[config.mk]
export PLATFORM = sky130hd
export DESIGN_NAME = mult_share_arbiter_flat
export DESIGN_NICKNAME = d
export VERILOG_FILES = /design/src/rtl/mult_share_arbiter_pkg.sv /design/src/rtl/mult_share_arbiter_if.sv /design/src/rtl/mult_share_arbiter_rr_arbiter.sv /design/src/rtl/mult_share_arbiter.sv /design/src/flat_wrapper.sv
export SDC_FILE = /design/constraint.sdc
export NUM_CORES = 1
export LEC_CHECK = 0
export ABC_CLOCK_PERIOD_IN_PS = 2900
export CORE_AREA = 2 2 181 183
export CTS_CLUSTER_DIAMETER = 40
export CTS_CLUSTER_SIZE = 24
export DETAILED_ROUTE_END_ITERATION = 8
export DIE_AREA = 0 0 183 185
export SLEW_MARGIN = 20
export SYNTH_ARGS = -nofsm -noshare
export SYNTH_HDL_FRONTEND = slang
export SYNTH_SLANG_ARGS = --single-unit
[constraint.sdc]
create_clock -name clk -period 2.9 [get_ports clk]
set_input_delay 0.29 -clock clk [delete_from_list [all_inputs] [get_ports clk]]
set_output_delay 0.29 -clock clk [all_outputs]
set_load 0.02 [all_outputs]
[src/rtl/mult_share_arbiter_pkg.sv]
// Shared constants, FSM state type and helpers for the multiplier-sharing arbiter.
package mult_arb_pkg;

  localparam int unsigned MUL_W    = 32;
  localparam int unsigned MUL_ITER = 32;
  localparam int unsigned RSP_LAT  = 34;

  typedef enum logic [1:0] {
    IDLE  = 2'd0,
    START = 2'd1,
    WAIT  = 2'd2,
    RESP  = 2'd3
  } arb_state_e;

  // True when either operand makes the product trivially zero.
  function automatic logic is_zero_pair(input logic [MUL_W-1:0] a, input logic [MUL_W-1:0] b);
    return (a == '0) || (b == '0);
  endfunction

endpackage

[src/rtl/mult_share_arbiter_if.sv]
// Requester-side request/response bus of the multiplier-sharing arbiter.
interface mult_share_arbiter_if #(
  parameter int unsigned NREQ = 4,
  parameter int unsigned W    = 32
);

  logic [NREQ-1:0]   req_valid;
  logic [NREQ*W-1:0] req_a;
  logic [NREQ*W-1:0] req_b;
  logic [NREQ-1:0]   req_ready;
  logic [NREQ-1:0]   rsp_valid;
  logic [2*W-1:0]    rsp_product;
  logic [NREQ-1:0]   rsp_ready;

  // Requesters drive operands and consume responses.
  modport master (
    output req_valid, req_a, req_b, rsp_ready,
    input  req_ready, rsp_valid, rsp_product
  );

  // The arbiter accepts requests and steers responses.
  modport slave (
    input  req_valid, req_a, req_b, rsp_ready,
    output req_ready, rsp_valid, rsp_product
  );

endinterface

[src/rtl/mult_share_arbiter_rr_arbiter.sv]
// Combinational round-robin picker: first set request at or after ptr, wrapping.
module rr_arbiter #(
  parameter int unsigned NREQ = 4,
  parameter int unsigned IDW  = 2
) (
  input  logic [NREQ-1:0] req,
  input  logic [IDW-1:0]  ptr,
  output logic [NREQ-1:0] gnt_onehot,
  output logic [IDW-1:0]  gnt_idx,
  output logic            any_req
);

  logic [IDW-1:0] idx;

  always_comb begin
    gnt_onehot = '0;
    gnt_idx    = '0;
    any_req    = 1'b0;
    idx        = '0;
    for (int unsigned k = 0; k < NREQ; k++) begin
      idx = IDW'((32'(ptr) + k) % NREQ);
      if (!any_req && req[idx]) begin
        any_req         = 1'b1;
        gnt_idx         = idx;
        gnt_onehot[idx] = 1'b1;
      end
    end
  end

endmodule

[src/rtl/mult_share_arbiter.sv]
// Shares one 32x32 signed start/ready multiplier between NREQ requesters with round-robin grant.
// Optional feature macro MULT_ARB_ZERO_BYPASS_EN: zero-operand requests skip the multiplier.
module mult_share_arbiter
  import mult_arb_pkg::*;
#(
  parameter int unsigned NREQ = 4,
  parameter int unsigned W    = MUL_W,
  parameter int unsigned IDW  = 2
) (
  input  logic                clk,
  input  logic                rst_n,
  mult_share_arbiter_if.slave rq,
  output logic                mul_start,
  output logic [W-1:0]        mul_a,
  output logic [W-1:0]        mul_b,
  input  logic [2*W-1:0]      mul_product,
  input  logic                mul_ready,
  output logic                busy
);

  localparam logic [IDW-1:0] LAST_IDX = IDW'(NREQ - 1);

  arb_state_e      state_q;
  logic [IDW-1:0]  rr_ptr_q;
  logic [IDW-1:0]  owner_q;
  logic [W-1:0]    mul_a_q;
  logic [W-1:0]    mul_b_q;
  logic [2*W-1:0]  rsp_product_q;
  logic [NREQ-1:0] rsp_valid_q;
  logic            mul_start_q;
  logic            busy_q;
  logic            bypass_q;

  logic [NREQ-1:0] gnt_onehot;
  logic [IDW-1:0]  gnt_idx;
  logic            any_req;
  logic            accept;
  logic            sel_zero;
  logic [W-1:0]    sel_a;
  logic [W-1:0]    sel_b;
  logic [IDW-1:0]  ptr_next;
  logic [NREQ-1:0] owner_onehot;
  logic [W-1:0]    a_arr [NREQ];
  logic [W-1:0]    b_arr [NREQ];

  rr_arbiter #(
    .NREQ(NREQ),
    .IDW (IDW)
  ) u_rr (
    .req       (rq.req_valid),
    .ptr       (rr_ptr_q),
    .gnt_onehot(gnt_onehot),
    .gnt_idx   (gnt_idx),
    .any_req   (any_req)
  );

  // Unpack the flat operand buses so the granted pair can be selected by index.
  for (genvar g = 0; g < NREQ; g++) begin : g_ops
    assign a_arr[g] = rq.req_a[g*W +: W];
    assign b_arr[g] = rq.req_b[g*W +: W];
  end

  assign sel_a        = a_arr[gnt_idx];
  assign sel_b        = b_arr[gnt_idx];
  assign accept       = (state_q == IDLE) && any_req;
  assign ptr_next     = (gnt_idx == LAST_IDX) ? '0 : gnt_idx + IDW'(1);
  assign owner_onehot = NREQ'(1) << owner_q;

`ifdef MULT_ARB_ZERO_BYPASS_EN
  assign sel_zero = is_zero_pair(sel_a, sel_b);
`else
  assign sel_zero = 1'b0;
`endif

  // Grant is only offered while idle; it follows req_valid combinationally.
  assign rq.req_ready   = (state_q == IDLE) ? gnt_onehot : '0;
  assign rq.rsp_valid   = rsp_valid_q;
  assign rq.rsp_product = rsp_product_q;
  assign mul_start      = mul_start_q;
  assign mul_a          = mul_a_q;
  assign mul_b          = mul_b_q;
  assign busy           = busy_q;

  // Sequencer. mul_ready is only looked at in WAIT, after our own start has cleared it.
  always_ff @(posedge clk or negedge rst_n) begin
    if (!rst_n) begin
      state_q       <= IDLE;
      rr_ptr_q      <= '0;
      owner_q       <= '0;
      mul_a_q       <= '0;
      mul_b_q       <= '0;
      rsp_product_q <= '0;
      rsp_valid_q   <= '0;
      mul_start_q   <= 1'b0;
      busy_q        <= 1'b0;
      bypass_q      <= 1'b0;
    end else begin
      case (state_q)
        IDLE: begin
          if (accept) begin
            mul_a_q     <= sel_a;
            mul_b_q     <= sel_b;
            owner_q     <= gnt_idx;
            rr_ptr_q    <= ptr_next;
            bypass_q    <= sel_zero;
            mul_start_q <= !sel_zero;
            busy_q      <= 1'b1;
            state_q     <= START;
          end
        end
        START: begin
          mul_start_q <= 1'b0;
          // A bypassed request answers from here, one edge after acceptance.
          if (bypass_q) begin
            rsp_product_q <= '0;
            rsp_valid_q   <= owner_onehot;
            state_q       <= RESP;
          end else begin
            state_q <= WAIT;
          end
        end
        WAIT: begin
          if (mul_ready) begin
            rsp_product_q <= mul_product;
            rsp_valid_q   <= owner_onehot;
            state_q       <= RESP;
          end
        end
        RESP: begin
          if (rq.rsp_ready[owner_q]) begin
            rsp_valid_q <= '0;
            busy_q      <= 1'b0;
            bypass_q    <= 1'b0;
            state_q     <= IDLE;
          end
        end
        default: state_q <= IDLE;
      endcase
    end
  end

endmodule

[src/flat_wrapper.sv]
// flat-port wrapper written by rule: the top's interface ports become plain ports
module mult_share_arbiter_flat import mult_arb_pkg::*;
#(
  parameter int unsigned NREQ = 4,
  parameter int unsigned W    = MUL_W,
  parameter int unsigned IDW  = 2
)
  (clk, rst_n, mul_start, mul_a, mul_b, mul_product, mul_ready, busy, rq_req_valid, rq_req_a, rq_req_b, rq_rsp_ready, rq_req_ready, rq_rsp_valid, rq_rsp_product);
  mult_share_arbiter_if #(.NREQ(NREQ), .W(W)) rq_i ();
  input  logic clk;
  input  logic rst_n;
  output logic mul_start;
  output logic [W-1:0] mul_a;
  output logic [W-1:0] mul_b;
  input  logic [2*W-1:0] mul_product;
  input  logic mul_ready;
  output logic busy;
  input wire logic [$bits(rq_i.req_valid)-1:0] rq_req_valid;
  input wire logic [$bits(rq_i.req_a)-1:0] rq_req_a;
  input wire logic [$bits(rq_i.req_b)-1:0] rq_req_b;
  input wire logic [$bits(rq_i.rsp_ready)-1:0] rq_rsp_ready;
  output wire logic [$bits(rq_i.req_ready)-1:0] rq_req_ready;
  output wire logic [$bits(rq_i.rsp_valid)-1:0] rq_rsp_valid;
  output wire logic [$bits(rq_i.rsp_product)-1:0] rq_rsp_product;
  assign rq_i.req_valid = rq_req_valid;
  assign rq_i.req_a = rq_req_a;
  assign rq_i.req_b = rq_req_b;
  assign rq_i.rsp_ready = rq_rsp_ready;
  assign rq_req_ready = rq_i.req_ready;
  assign rq_rsp_valid = rq_i.rsp_valid;
  assign rq_rsp_product = rq_i.rsp_product;
  mult_share_arbiter #(.NREQ(NREQ), .W(W), .IDW(IDW)) u_core (.clk(clk), .rst_n(rst_n), .rq(rq_i), .mul_start(mul_start), .mul_a(mul_a), .mul_b(mul_b), .mul_product(mul_product), .mul_ready(mul_ready), .busy(busy));
endmodule
## Word level (Yosys, flattened, before mapping)

Index checks and enable logic that the tools add are counted.

| operators by class | value |
|---|---|
| shift operators | 1 |
| multiplexer cells | 56 |
| reduce and logical (&&, ||, !) cells | 22 |
| div/mod/pow operators | 0 |
| add/sub/neg operators | 4 |
| magnitude comparators | 10 |
| bitwise logic cells | 4 |
| multiply operators | 0 |
| equality and inequality tests | 8 |

Operators by type and width:

| operator | number |
|---|---|
| $bmux 32 s2 | 2 |
| $mux 32 | 4 |
| $mux 64 | 2 |
| $pmux 64 s2 | 1 |
| $mux 4 | 8 |
| $mux 1 | 17 |
| $mux 2 | 8 |
| $lt 2x3->1 const B | 5 |
| $or 4x4->4 | 3 |
| $pmux 4 s3 | 1 |
| $bmux 1 s2 | 5 |
| $reduce_and 3->1 | 3 |
| $demux 1 s2 | 4 |
| $ge 2x1->1 const B | 4 |
| $logic_and 1x1->1 | 8 |
| $pmux 2 s4 | 1 |
| $eq 2x2->1 const B | 3 |
| $ne 2x1->1 const B | 3 |
| $pmux 1 s2 | 3 |
| $reduce_bool 2->1 | 3 |
| $add 2x1->2 const B | 2 |
| $add 2x2->2 const B | 2 |
| $reduce_and 2->1 | 2 |
| $reduce_and 4->1 | 1 |
| other kinds (8) | 10 |

| storage, ports and cells | value |
|---|---|
| register bits after elaboration | 141 |
| latch bits | 0 |
| memories kept | 0 |
| bits of input ports | 331 |
| logic and storage cells | 115 |
| memory bits (writable) | 0 |
| bits in read-only memories | 0 |

## Logic depth before layout (Yosys ltp)

Gate-level depths: netlist of run 1.

| logic depth | value |
|---|---|
| depth after elaboration | 16 |
| gate-level depth with buffers | 15 |

## Modules after synthesis

A second synthesis of run 1 with hierarchy kept.

| second synthesis, totals | value |
|---|---|
| cell total of the unflattened synthesis | 594 |
| area total of the unflattened synthesis | 7440.9 um^2 |

By module, submodules not included:

| module | instances | area each (um^2) | cells each |
|---|---|---|---|
| mult_share_arbiter | 1 | 7021.7 | 549 |
| rr_arbiter | 1 | 419.2 | 45 |

## Worst setup path after synthesis of run 1

OpenSTA, ideal clock, no wires.

| timing path | value |
|---|---|
| path kind | register -> register |
| start point | register u_core.rr_ptr_q[0] |
| end point | register u_core.rr_ptr_q[0] |
| arrival time | 3070 ps |
| setup slack | -292 ps |
| path buffers | 6 |
| data required time | 2778 ps |
| library setup time | 122 ps |
| cell stages (with the launch flop) | 16 |
| cell sequence | dfrtp_1 buf_6 buf_2 inv_1 ha_1 buf_6 mux4_2 nor2b_4 buf_6 or2_4 a21o_1 buf_6 buf_12 ha_1 nor2_1 a32o_1 |

| on the way | value |
|---|---|
| cells in the longest elaborated chain, start to end | 14 |
| elaborated cells between the ends (all ways) | 30 |

Ends and longest elaborated chain:

| what | line | source |
|---|---|---|
| start: declaration | mult_share_arbiter.sv:24 | `logic [IDW-1:0] rr_ptr_q;` |
| start signal: assignment | mult_share_arbiter.sv:104 | `rr_ptr_q <= ptr_next;` |
| parallel branches: the longest is 11 deep, another holds $add 2x1->2 | -- |  |
| $mux 2 (*) | mult_share_arbiter_rr_arbiter.sv:22 | `if (!any_req && req[idx]) begin` |
| via u_core.gnt_idx[0] | mult_share_arbiter.sv:35 | `logic [IDW-1:0] gnt_idx;` |
| $add 2x1->2 or $eq 2x2->1 (tied branches) | mult_share_arbiter.sv:66 | `assign ptr_next = (gnt_idx == LAST_IDX) ? '0 : gnt_idx + IDW'(1);` |
| $mux 2 (*) | mult_share_arbiter.sv:66 |  |

Mark *: on every way through the listed nets, which the timed path passes. The select of a mux whose other input is x is not followed.
A chain may end at the register's enable or synchronous reset.

## Worst setup path after layout of run 1

| timing path | value |
|---|---|
| start point | register u_core.rr_ptr_q[0] |
| end point | output port rq_req_ready[3] |

| on the way | value |
|---|---|
| cells in the longest elaborated chain, start to end | 13 |
| elaborated cells between the ends (all ways) | 48 |

Ends and longest elaborated chain:

| what | line | source |
|---|---|---|
| parallel branches: the longest is 11 deep, another holds $lt 2x3->1 | -- |  |
| $mux 4 (*) | mult_share_arbiter_rr_arbiter.sv:22 |  |
| $mux 4 (*) | mult_share_arbiter.sv:76 | `assign rq.req_ready = (state_q == IDLE) ? gnt_onehot : '0;` |
| end: declaration | flat_wrapper.sv:22 | `output wire logic [$bits(rq_i.req_ready)-1:0] rq_req_ready;` |

Every way passes the cells marked *. The select of a mux whose other input is x is not followed.

==> flow_summary.toml, run 1 <==
[yosys]
synth_fa_ha_area_frac = 0.01761
synth_edf_count = 0
ys.flop_type = "dfrtp_1"
yosys_register_bits = 140
avgSynthCellArea_um2 = 10.75
syn_inst = 859
syn_area_mm2 = 0.009235
synth_top_family_by_area = "compound AO/OA/AOI/OAI gates"
synth_simple_gate_area_frac = 0.09375
ys.warnings.count = 0
synth.distinct_cells = 53
synth_xor_xnor_area_share = 0.0009484
synth_compound_area_frac = 0.2895
seq_area_frac_synth = 0.3794
syn-num-nets = 1203
synthArstFlopShare = 1.000
yosys-mux-area-fraction = 0.1630

[sta]
final-setup-viol-count = 0
rsz0062_at_grt = "yes"
fin_ws_ns = 0.09460
finalWorstPathRequiredPeriod_ns = 2.805
hold_viol = 0
fin_crit_sh = 0.9674
finClkSkew_ns = 0.009893
max_clock_freq_ghz = 0.3565
slew_violations = 0
fin_tns_setup_ns = 0
relSlewSlack = 0.4548
worst_pin_slew_ns = 0.8178

[floorplan]
dieArea_mm2 = 0.03386
dieHeight_um = 185
core-area_mm2 = 0.03204
initial_core_util = 0.2882
die_w_um = 183
rows = 66
ios = 469

[drt]
avgViaCountPerCell = 5.311
drt_iter0_markers = 481
antenna_left = 0
num_vias = 9305
totalWireLength_mm = 37.91
wl_per_cell_um = 21.64
drcViolationCount = 0
firstDrtPassIters = 4

[clocking]
cts_tree = "built"
htreeDepth = 4
clkTransAtPathRegs_ns = 0.07
cts_made_buffers = 17
clock_latency_ns = 0.42
clockBufferDepth = 2
root_buffer = "clkbuf_16"
clock-sinks = 140

[placed_design]
io_buffer_count = 468
placedCellCount = 1714
place_congestion = 0.8243
place_ws_ns = -0.03724
detailedPlacementHpwl_mm = 28.23

[pwr]
pwr-share-clk = 0.130
power_frac_comb = 0.670
peakVddDrop_mv = 0.4825
power_leakage_nw = 6.154
p_total_w = 0.01755
intPower_w = 0.009759
p_per_area_mw_per_mm2 = 1137
switching_power_w = 0.007788
switching_share = 0.4438
pwr-share-seq = 0.201

[setup_path]
cp_slowest_stage_delay_ns = 0.57
r2r_slack_ns = 0.12
reg2reg_depth = 10
crit_cells = 8
r2r-end = "u_core.mul_a[15]"
start_kind = "flop"
end_kind = "primary output"
r2r-start = "u_core.rr_ptr_q[0]"
worstPathRequired_ns = 2.61
crit_buf_inv = 3
cp_data_arrival_time_ns = 2.52
crit_fanout = 4
path_cells = "inv_8 > ha_4 > mux4_2 > buf_6 > a22oi_1 > o21ai_1 > and2_1 > buf_4"
critPathKind = "reg2out"
cpMaxStageDelayCell = "mux4_2"
crit_family = "multiplexers"

[final_layout]
num-nets-final = 1672
area.growth.synth_to_final_pct = 67.19
final_cells = 1752
drive_above_1_share = 0.1946
nFillCells = 2977
fin_util = 0.4819

[global_routing]
grt_pass1_vias = 9292
grt.total_usage = 0.2168
grt_use_met1 = 0.2538
grt_pass1_wl_mm = 56.19
grt_max_degree = 65
met2_usage = 0.3815
grt_overflow = 0
antenna_found_initial = 5
grt.met3_usage = 0.06587
grt_most_used_layer = "met2"

[run_status]
status = "finished clean"

[min_path]
hold_class = "in2async"

[flow_run]
maxCapViolations = 0
## logic make-up (layout without fill, tap and decap cells)
| family | after synthesis | count (layout) |
|---|---|---|
| flip-flops | 140 | 140 |
| multiplexers | 136 | 136 |
| AND/OR/NAND/NOR | 169 | 169 |
| XOR/XNOR | 1 | 1 |
| buffers and inverters | 95 | 577 |
| adder cells (fa/ha/maj) | 13 | 13 |
| other | 0 | 3 |
| AO/OA/AOI/OAI | 305 | 305 |
## cells in the final DEF (no fill, tap or decap), drive strengths merged, types with 12 or more instances in the layout
cell,instances
o2bb2ai,34
nand2,12
clkbuf,18
ha,13
a211oi,129
a221o,29
clkdlybuf4s50,463
mux2,65
inv,17
a221oi,34
a21oi,42
mux2i,66
dfrtp,140
nor2,72
buf,72
o21ai,13
and3,63
## layout make-up
type                       instances  area, um2  share of cell area
clock buffer                      18      439.2             0.02844
inverter                           9      41.29            0.002674
antenna                            3      7.507           0.0004862
clock inverter                    14      148.9            0.009643
tap                              408      510.5             0.03306
sequential                       140       3507              0.2271
timing repair buffer             536       5440              0.3524
multi-input combinational        624       5345              0.3462
## how the worst max path moves through the flow
stage                       start                  to
6_report       u_core.rr_ptr_q[0]     rq_req_ready[3]
5_1_grt        u_core.rr_ptr_q[0]     rq_req_ready[1]
4_1_cts        u_core.rr_ptr_q[0]     rq_req_ready[3]
3_5_place_dp      rq_req_valid[1]     rq_req_ready[3]
3_3_place_gp      rq_req_valid[3]     rq_req_ready[3]
2_1_floorplan  u_core.rr_ptr_q[0]  u_core.rr_ptr_q[0]
## routing by layer
metal	vias to the layer above	share of wire
li1	4330	-
met1	4519	0.40
met2	404	0.50
met3	48	0.085
met4	4	0.021
met5	-	0.00053
## power groups by stage
stage	combinational [W]	sequential [W]	clock (W)
global placement	0.0116	0.00353	0
detailed placement	0.0117	0.00355	0
finish	0.0118	0.00352	0.00227
CTS	0.0117	0.00352	0.00234
floorplan	0.00572	0.00465	0
global route	0.0126	0.00364	0.00243
## cells in the mapped netlist, drive strengths merged, types with 2 or more instances
cell / n / share of area
clkbuf: 50 / 0.020
a221o: 29 / 0.031
nor3: 2 / 0.0011
mux2i: 66 / 0.072
a22o: 2 / 0.0019
inv: 9 / 0.0037
a21oi: 42 / 0.026
dfrtp: 140 / 0.38
nand3: 4 / 0.0022
a22oi: 8 / 0.0065
nor2: 72 / 0.030
mux2: 65 / 0.079
o2bb2ai: 34 / 0.032
nor3b: 2 / 0.0016
a221oi: 34 / 0.053
a21o: 5 / 0.0041
a211oi: 129 / 0.12
and2: 5 / 0.0034
mux4: 5 / 0.012
o41ai: 2 / 0.0019
and3: 63 / 0.043
nor2b: 2 / 0.0022
nand2: 12 / 0.0049
o21ai: 13 / 0.0070
ha: 13 / 0.018
nand2b: 2 / 0.0016
or2: 2 / 0.0016
buf: 36 / 0.032
## sequential cells by signal, indices dropped and copies added (netlist names)
register	count
u_core.rq.rsp_valid	4
u_core.busy	1
u_core.state_q	2
u_core.rr_ptr_q	2
u_core.mul_a	32
u_core.owner_q	2
u_core.rq.rsp_product	64
u_core.mul_start	1
u_core.mul_b	32
## through the flow
stage               hold slack (ns)  instance area (um2)
floorplan                 -0.005591                 9278
global placement             0.3306                14760
detailed placement           0.3278                14760
CTS                          0.4322                15360
global route                 0.4531                15440
finish                       0.3882                15440
## worst register-to-register path: stages, from the launching register on
cell and delay, ns:
dfrtp_4 0.48, inv_8 0.04, ha_4 0.26, mux4_2 0.57
nor2b_4 0.20, buf_4 0.18, nor2_4 0.06, buf_4 0.17
buf_12 0.16, a211oi_1 0.43, a211oi_1 0.10
## timing repair
item | CTS | global route
gates resized for setup | 16 | 19
endpoints found under the hold margin | 58 | 0
endpoints found under the setup margin | 4 | 4
setup buffers | 2 | 0
hold buffers | 1 | 0
Power figures use the tool's default switching activity.
==> inputs of run 2 (changes only) <==
CTS_CLUSTER_SIZE = 14   (was 24)
PLACE_DENSITY = 0.71   (was unset)
==> run 2 against run 1 <==
Combinational power barely moved; wire length up 1.2%; first-iteration DRC count decreased by 20%; critical path depth rose by 4; utilization shrank 0.13 points; hold slack worse by 0.054 ns; global-route usage grew 0.14 points; non-clock buffer count grew 3; clock skew increased by 0.0052 ns; total power shrank 0.16%; highest routed layer is now met4.
==> flow_summary.toml, run 2 (synthesis results as in run 1) <==
[run_status]
status = "finished clean"

[sta]
worst_pin_slew_ns = 0.7595
max_clock_freq_ghz = 0.3497
finClkSkew_ns = 0.01512
finalWorstPathRequiredPeriod_ns = 2.860
fin_ws_ns = 0.04029
rsz0062_at_grt = "yes"
fin_crit_sh = 0.9861
hold_viol = 0
slew_violations = 0
whs_ns = 0.3342
relSlewSlack = 0.4936
final-setup-viol-count = 0

[pwr]
p_per_area_mw_per_mm2 = 1138
peakVddDrop_mv = 0.6612
switching_power_w = 0.007779
intPower_w = 0.009740
power_leakage_nw = 6.140
pwr-share-seq = 0.203
power_frac_comb = 0.660
switching_share = 0.4440
pwr-share-clk = 0.137

[clocking]
clockBufferDepth = 2
clkTransAtPathRegs_ns = 0.08
cts_tree = "built"
htreeDepth = 4
root_buffer = "clkbuf_16"
cts_made_buffers = 17
clock_latency_ns = 0.43
clock-sinks = 140

[drt]
firstDrtPassIters = 4
wl_per_cell_um = 21.84
highest_layer = "met4"
num_vias = 9556
drt-met1-wl_mm = 14.80
drcViolationCount = 0
wl_met2_mm = 19.47
met3WireLength_mm = 3.076
drt_iter0_markers = 384
antenna_left = 0
totalWireLength_mm = 38.38
avgViaCountPerCell = 5.439

[setup_path]
crit_buf_inv = 5
worstPathRequired_ns = 3.20
crit_fanout = 36
crit_family = "buffers and inverters"
path_cells = "inv_8 > ha_4 > mux4_2 > buf_4 > buf_4 > nor2_2 > a21oi_4 > buf_12 > and3_1 > a211oi_1 > buf_4 > a211oi_1"
cpMaxStageDelayCell = "mux4_2"
reg2reg_depth = 12
cp_slowest_stage_delay_ns = 0.56
end_kind = "flop"
path_common_cell = "buf_4"
crit_cells = 12
critPathKind = "reg2reg"
start_kind = "flop"
cp_data_arrival_time_ns = 3.16

[global_routing]
grt.total_usage = 0.2182
grt_max_degree = 72
grt_pass1_wl_mm = 56.25
grt_overflow = 0
grt_pass1_vias = 9703
antenna_found_initial = 6

[floorplan]
die_w_um = 183
rows = 66
initial_core_util = 0.2882
dieHeight_um = 185
ios = 469
core-area_mm2 = 0.03204
dieArea_mm2 = 0.03386

[placed_design]
io_buffer_count = 468
place_congestion = 0.8658
placedCellCount = 1716
detailedPlacementHpwl_mm = 28.71
place_ws_ns = -0.1084

[final_layout]
num-nets-final = 1675
final_common_cell = "clkdlybuf4s50_1"
final_cells = 1757
final_cell_mix = "clkdlybuf4s50_1, dfrtp_1, a211oi_1"
drive_above_1_share = 0.1942
area.growth.synth_to_final_pct = 66.73
largest_reg_flops = 64

[min_path]
hold_class = "in2async"

[flow_run]
maxCapViolations = 0
[run 2: path summary, 6_finish.rpt]
check / start / to / slack, ns
setup / recovery: u_core.rr_ptr_q[0] / u_core.mul_b[23] / 0.04
hold / removal: rst_n / u_core.mul_a[0] / 0.33
setup reg to reg: u_core.rr_ptr_q[0] / u_core.mul_b[23] / 0.04
hold reg to reg: u_core.rq.rsp_valid[2] / u_core.rq.rsp_valid[2] / 0.49
max in group asynchronous: rst_n / u_core.rr_ptr_q[1] / 1.79
min in group clk: mul_product[40] / u_core.rq.rsp_product[40] / 0.48
[run 2: stage by stage]
stage          area, um2  utilization  setup TNS, ns  total power, W
2_1_floorplan       9278            -       -0.03560         0.01037
3_3_place_gp       14700       0.4586        -0.1638         0.01482
3_5_place_dp       14700       0.4586        -0.9542         0.01506
4_1_cts            15340       0.4789              0         0.01756
5_1_grt            15400       0.4806        -0.2136         0.01854
6_report           15400       0.4806              0         0.01752
[run 2: repair_timing]
| action | CTS | global route |
|---|---|---|
| setup endpoints to repair | 4 | 41 |
| hold endpoints to repair | 37 | 0 |
| gates cloned | 0 | 0 |
| gates resized for setup | 19 | 11 |
| setup buffers | 3 | 0 |
| hold buffers | 1 | 0 |
[run 2: area by class of cell]
| class | instances | area, um2 |
|---|---|---|
| Clock inverter | 13 | 180.2 |
| Tap cell | 408 | 510.5 |
| Sequential cell | 140 | 3507 |
| Inverter | 9 | 45.04 |
| Multi-Input combinational cell | 624 | 5324 |
| Clock buffer | 19 | 442.9 |
| Fill cell | 2985 | 16640 |
| Timing Repair Buffer | 539 | 5375 |
| Antenna cell | 5 | 12.51 |
[run 2: power groups by stage]
stage | sequential, W | clock (W) | combinational (W)
finish | 0.00356 | 0.00240 | 0.0116
CTS | 0.00356 | 0.00246 | 0.0115
floorplan | 0.00465 | 0 | 0.00572
detailed placement | 0.00359 | 0 | 0.0115
global route | 0.00368 | 0.00255 | 0.0123
global placement | 0.00355 | 0 | 0.0113
[run 2: metal layers]
layer,up-vias,GRT usage
met5,-,0
met4,0,0.09760
met3,55,0.05938
met2,456,0.3876
met1,4710,0.2445
li1,4335,-
